## src/rtl/regfile_pkg.sv

```systemverilog
// -----------------------------------------------------------------------------
// regfile_pkg
// Shared constants for the register-file writeback path: datapath widths,
// register count and the fixed index assignment of writeback requesters.
// -----------------------------------------------------------------------------
package regfile_pkg;

    localparam int XLEN     = 32;   // register data width
    localparam int AW       = 5;    // register address width
    localparam int NUM_REGS = 32;   // architectural registers (x0..x31)

    // Writeback requester slots on the arbiter
    localparam int REQ_ALU  = 0;
    localparam int REQ_LSU  = 1;
    localparam int REQ_MDU  = 2;
    localparam int NREQ_DEF = 3;

endpackage

```

## src/rtl/rr_arbiter.sv

```systemverilog
// -----------------------------------------------------------------------------
// rr_arbiter
// Purely combinational round-robin picker. The search starts one past the
// last winner (ptr) and wraps modulo N; the first requester found wins.
// The pointer register is owned by the instantiating module.
//
// Ports
//   req        in   N    request vector
//   ptr        in   PW   index of the previous winner
//   grant      out  N    one-hot grant, all zero when no request
//   grant_idx  out  PW   binary index of the granted requester
// -----------------------------------------------------------------------------
module rr_arbiter #(
    parameter  int N  = 3,
    localparam int PW = (N > 1) ? $clog2(N) : 1
) (
    input  logic [N-1:0]  req,
    input  logic [PW-1:0] ptr,
    output logic [N-1:0]  grant,
    output logic [PW-1:0] grant_idx
);

    always_comb begin
        logic w_found;
        int   w_idx;
        grant     = '0;
        grant_idx = '0;
        w_found   = 1'b0;
        w_idx     = 0;
        // k runs 1..N so the previous winner is examined last
        for (int k = 1; k <= N; k++) begin
            w_idx = int'(ptr) + k;
            if (w_idx >= N) w_idx = w_idx - N;
            if (!w_found && req[w_idx]) begin
                w_found          = 1'b1;
                grant[w_idx]     = 1'b1;
                grant_idx        = PW'(w_idx);
            end
        end
    end

endmodule

```

## src/rtl/regfile_wb_arbiter.sv

```systemverilog
// -----------------------------------------------------------------------------
// regfile_wb_arbiter
// Shares the register file's single write port between NREQ writeback
// requesters with round-robin arbitration and valid/ready handshakes, and
// keeps the pending-write scoreboard used for hazard stalls.
//
// Ports
//   clk         in   1          clock, posedge
//   reset       in   1          synchronous, active-high
//   req_valid   in   NREQ       requester i holds a write
//   req_addr    in   NREQ*AW    rd of requester i, slice [i*AW +: AW]
//   req_data    in   NREQ*XLEN  data of requester i, slice [i*XLEN +: XLEN]
//   req_ready   out  NREQ       one-hot grant (valid&ready = accepted)
//   mark_valid  in   1          issue marks a register pending
//   mark_addr   in   AW         register to mark
//   WE3/A3/WD3  out             register file write port (registered)
//   pending     out  NUM_REGS   bit r set while a write to xr is outstanding
// -----------------------------------------------------------------------------
module regfile_wb_arbiter
    import regfile_pkg::*;
#(
    parameter int NREQ = regfile_pkg::NREQ_DEF,
    parameter int XLEN = regfile_pkg::XLEN,
    parameter int AW   = regfile_pkg::AW
) (
    input  logic                 clk,
    input  logic                 reset,
    input  logic [NREQ-1:0]      req_valid,
    input  logic [NREQ*AW-1:0]   req_addr,
    input  logic [NREQ*XLEN-1:0] req_data,
    output logic [NREQ-1:0]      req_ready,
    input  logic                 mark_valid,
    input  logic [AW-1:0]        mark_addr,
    output logic                 WE3,
    output logic [AW-1:0]        A3,
    output logic [XLEN-1:0]      WD3,
    output logic [NUM_REGS-1:0]  pending
);

    localparam int PW = (NREQ > 1) ? $clog2(NREQ) : 1;

    logic [PW-1:0]       r_ptr;
    logic                r_we3;
    logic [AW-1:0]       r_a3;
    logic [XLEN-1:0]     r_wd3;
    logic [NUM_REGS-1:0] r_pending;

    logic [NREQ-1:0]     w_grant;
    logic [PW-1:0]       w_grant_idx;
    logic                w_any_grant;
    logic [AW-1:0]       w_sel_addr;
    logic [XLEN-1:0]     w_sel_data;
    logic [NUM_REGS-1:0] w_pending_nxt;

    rr_arbiter #(.N(NREQ)) u_arb (
        .req       (req_valid),
        .ptr       (r_ptr),
        .grant     (w_grant),
        .grant_idx (w_grant_idx)
    );

    // Nothing is accepted while reset is held, so no handshake can be lost.
    assign w_any_grant = |w_grant & ~reset;
    assign req_ready   = reset ? '0 : w_grant;

    assign w_sel_addr  = req_addr[w_grant_idx*AW +: AW];
    assign w_sel_data  = req_data[w_grant_idx*XLEN +: XLEN];

    // Round-robin pointer: remembers the last accepted requester.
    always_ff @(posedge clk) begin
        if (reset)
            r_ptr <= PW'(NREQ - 1);
        else if (w_any_grant)
            r_ptr <= w_grant_idx;
    end

    // Registered write stage. A3/WD3 hold on idle cycles; writes to x0
    // complete the handshake but never raise the enable.
    always_ff @(posedge clk) begin
        if (reset) begin
            r_we3 <= 1'b0;
            r_a3  <= '0;
            r_wd3 <= '0;
        end else if (w_any_grant) begin
            r_we3 <= (w_sel_addr != '0);
            r_a3  <= w_sel_addr;
            r_wd3 <= w_sel_data;
        end else begin
            r_we3 <= 1'b0;
        end
    end

    // A write registered just before reset would otherwise commit on the
    // reset edge; masking with reset drops it.
    assign WE3 = r_we3 & ~reset;
    assign A3  = r_a3;
    assign WD3 = r_wd3;

    // Scoreboard: the clear tracks the commit edge; a same-cycle mark of
    // the same register is applied after the clear so it wins.
    always_comb begin
        w_pending_nxt = r_pending;
        if (r_we3)
            w_pending_nxt[r_a3] = 1'b0;
        if (mark_valid && mark_addr != '0)
            w_pending_nxt[mark_addr] = 1'b1;
        w_pending_nxt[0] = 1'b0;
    end

    always_ff @(posedge clk) begin
        if (reset)
            r_pending <= '0;
        else
            r_pending <= w_pending_nxt;
    end

    assign pending = r_pending;

endmodule
```

## config.mk

```make
export PLATFORM = sky130hd
export DESIGN_NAME = regfile_wb_arbiter
export DESIGN_NICKNAME = d
export VERILOG_FILES = /design/src/rtl/regfile_pkg.sv /design/src/rtl/rr_arbiter.sv /design/src/rtl/regfile_wb_arbiter.sv
export SDC_FILE = /design/constraint.sdc
export NUM_CORES = 1
export LEC_CHECK = 0
export ABC_AREA = 0
export ABC_CLOCK_PERIOD_IN_PS = 6100
export CELL_PAD_IN_SITES_DETAIL_PLACEMENT = 1
export CELL_PAD_IN_SITES_GLOBAL_PLACEMENT = 1
export CORE_ASPECT_RATIO = 1.1
export CORE_MARGIN = 1.5
export CORE_UTILIZATION = 30
export CTS_CLUSTER_DIAMETER = 100
export CTS_CLUSTER_SIZE = 40
export DETAILED_ROUTE_END_ITERATION = 10
export GPL_ROUTABILITY_DRIVEN = 0
export GPL_TIMING_DRIVEN = 0
export MAX_ROUTING_LAYER = met4
export PLACE_DENSITY_LB_ADDON = 0.1
export RECOVER_POWER = 25
export SETUP_SLACK_MARGIN = 0.15
export SLEW_MARGIN = 20
export SYNTH_ARGS = -nofsm -noshare
export SYNTH_HDL_FRONTEND = slang
export SYNTH_SLANG_ARGS = --single-unit
```

## constraint.sdc

```tcl
create_clock -name clk -period 6.1 [get_ports clk]
set_clock_uncertainty 0.2 [all_clocks]
set_input_delay 1.22 -clock clk [delete_from_list [all_inputs] [get_ports clk]]
set_output_delay 1.22 -clock clk [all_outputs]
set_load 0.05 [all_outputs]
```

==> flow_summary_export.csv <==
group,metric,value,unit
yosys,syn_area_per_cell,7.98,um2
timing,period_share,86.8,%
floorplanning,die_w,112,um
timing,slew_violations,0,
floorplanning,core_region_area,12700,um2
place,dp_cells,841,
global_routing,grt_pass1_wl,23.7,mm
yosys,ys_seq_area_share,36.3,%
place,dp_hpwl,11.7,mm
yosys,netlist_instances,491,
place,io_buffers,193,
pwr,swShare,47.1,%
yosys,yosysWarningCount,0,
global_routing,grt_max_degree,14,
yosys,syn-num-nets,619,
floorplanning,design.portCount,195,
clocking,worstSkewPairLatency,0.34,ns
clocking,cts_sinks,71,
clocking,cts_htree_levels,3,
routing,via_per_inst,5.18,
routing,wl_per_cell,18.0,um
yosys,synth_async_sr_flop_share,0,%
flow_run,cap_violations,0,
floorplanning,die_h,123,um
pwr,power.density,462,nW/um2
final_layout,nets,823,
final_layout,finalNonFillerCells,857,
global_routing,global_route.usage.total,22.5,%
global_routing,grt_overflow,0,
yosys,netlist_top_cells_count,"110 x nand2_1, 71 x dfxtp_1, 42 x nor2_1, 37 x a21oi_1",
routing,dr.pass1.iters,8,
floorplanning,rows,43,
pwr,intPower,1.54,mW
setup_path,crit_type,"in2out",
setup_path,crit_path_start_kind,"primary input",
pwr,p_clk_share,16.9,%
final_layout,finish.utilization,49.8,%
setup_path,crit_fanout,8,
timing,fmax,0.189,GHz
yosys,yosysTopAreaCell,"dfxtp_1",
clocking,cts_setup_buffers,0,
clocking,cts_made_buffers,9,
yosys,ys.flop_type,"dfxtp_1",
final_layout,layout-drive-gt1-share,8.00,%
yosys,ys_ff_latch,71,
pwr,power_frac_comb,62.1,%
clocking,clockRootBuffer,"clkbuf_16",
yosys,yosysMostFrequentCell,"nand2_1",
pwr,ir_drop,0.000203,V
global_routing,grt_pass1_vias,4516,
timing,fin_ws,0.807,ns
setup_path,cp.arrival,3.87,ns
yosys,ys_types,57,
pwr,leakage,2.41,nW
yosys,synth_edf_count,0,
setup_path,critPathTopFamily,"buffers and inverters",
pwr,seqPwrFrac,21.0,%
timing,rsz0062_at_grt,"no",
clocking,cts_max_path_buffers,2,
timing,hold_viol,0,
place,pre_cts_ws,0.836,ns
setup_path,path_common_cell,"clkdlybuf4s50_1",
timing,worst_pin_slew,0.989,ns
setup_path,worstPathRequired,4.68,ns
floorplanning,dieArea,13800,um2
routing,initialDrtViolationCount,167,
floorplanning,start_util,30.9,%
final_layout,areaGrowthSynthToFinish,61.3,%
timing,period_minus_slack,5.29,ns
setup_path,cpMaxStageDelayCell,"clkdlybuf4s50_1",
final_layout,n_fill_cell,1552,
setup_path,crit_chain,"clkdlybuf4s50_1 > or3b_4 > o21ai_0 > a32oi_4 > o21a_2 > nor2_1 > clkdlybuf4s50_1",
yosys,synth_area_leaders,"dfxtp_1 36%, nand2_1 11%, a22o_1 7.2%",
routing,num_vias,4435,
hold_path,min_path_type,"reg2reg",
setup_path,end_kind,"output port",
setup_path,path_buf_inv,2,
routing,drtAntennaViolNets,0,
routing,finalWirelength,15.5,mm
status,violations,"design-rule violations",
pwr,p_switching,1.37,mW
routing,drc_errors,16,
clocking,cts_resized,0,
yosys,syn_area,3920,um2
yosys,yosysTopAreaCellShare,36.3,%
global_routing,antenna_found_initial,0,
status,outcome,"complete, but fails checks",
setup_path,cpPeakStageDelay,0.83,ns
timing,slew_headroom,33.9,%
clocking,cts_tree,"built",
clocking,path_clk_slew,0.06,ns
timing,setup_viol,0,
timing,timing.setup.tns,0,ns
clocking,hold_buffers,0,
final_layout,diodes,0,
[power by group through the flow]
stage                     Clock [mW]  Combinational (mW)  Sequential, mW
after detailed placement           0                1.82           0.621
final                          0.494                1.81           0.612
after global placement             0                1.79           0.617
after floorplan                    0                1.01           0.877
after global routing           0.528                1.95           0.623
after CTS                      0.503                1.83           0.612
[final cells by class]
type / instances / area, um2 / share of cell area (%)
clock buffer: 10 / 229 / 3.62
buffer: 33 / 245 / 3.88
clock inverter: 6 / 45.0 / 0.713
tap: 157 / 196 / 3.11
timing repair buffer: 193 / 1930 / 30.6
multi-input combinational: 383 / 2240 / 35.4
sequential: 71 / 1420 / 22.5
inverter: 4 / 15.0 / 0.238
[cells in the final DEF, fill, tap and decap left out, drive strengths merged, types with 4 or more instances in the layout]
master | netlist | final
clkinv | 1 | 5
a21oi | 38 | 38
o21a | 4 | 4
ha | 6 | 6
nor3b | 6 | 6
mux2i | 8 | 8
inv | 3 | 5
or3b | 4 | 4
dlygate4sd3 | 0 | 6
a22o | 32 | 32
a31oi | 37 | 37
nand3b | 5 | 5
nand2 | 110 | 110
clkbuf | 12 | 24
o21ai | 42 | 42
nor2 | 42 | 42
clkdlybuf4s50 | 0 | 187
nand3 | 8 | 8
dfxtp | 71 | 71
buf | 21 | 19
[final timing paths]
path	from	end	slack (ns)	cells after the start
min	WD3[26]	WD3[26]	0.28	1
max	req_valid[2]	req_ready[0]	0.81	7
min reg2reg	WD3[26]	WD3[26]	0.28	1
max reg2reg	r_ptr[0]	r_we3	2.83	8
[flip-flops by register name, indices dropped and copies added (netlist names)]
signal,count
A3,5
WD3,32
pending,31
r_ptr,2
r_we3,1
[metrics by stage]
stage                     area [um2]  total power [mW]  hold slack, ns
after floorplan                 3920              1.89           0.364
after global placement          6050              2.41           0.260
after detailed placement        6050              2.44           0.262
after CTS                       6320              2.94           0.281
after global routing            6320              3.10           0.290
final                           6320              2.92           0.278
[cell families (layout without fill, tap and decap cells)]
| logic type | count (synthesis) | in the layout | synth area share [%] |
|---|---|---|---|
| and+or+nand+nor | 195 | 195 | 22.4 |
| muxes | 10 | 10 | 2.62 |
| buffers and inverters | 37 | 246 | 6.64 |
| DFF | 71 | 71 | 36.3 |
| other | 1 | 1 | 0.0957 |
| adders and majority gates | 6 | 6 | 1.92 |
| AOI/OAI and AO/OA | 171 | 171 | 30.0 |
[layer usage]
| layer | global-route usage, % | vias up | share of wire, % |
|---|---|---|---|
| met1 | 27.1 | 2128 | 44 |
| li1 | - | 2169 | - |
| met5 | - | - | 0 |
| met2 | 39.3 | 123 | 49 |
| met3 | 3.46 | 15 | 5.0 |
| met4 | 6.57 | 0 | 1.4 |
[worst register-to-register path, stage by stage, from the launching register on]
cell,delay [ns]
dfxtp_1,0.46
inv_1,0.18
ha_1,0.43
or3b_4,0.46
o221a_4,0.30
a21oi_4,0.28
mux2_1,0.37
mux2i_1,0.29
a31oi_1,0.15
No activity file was read; power rests on OpenSTA's default activity.
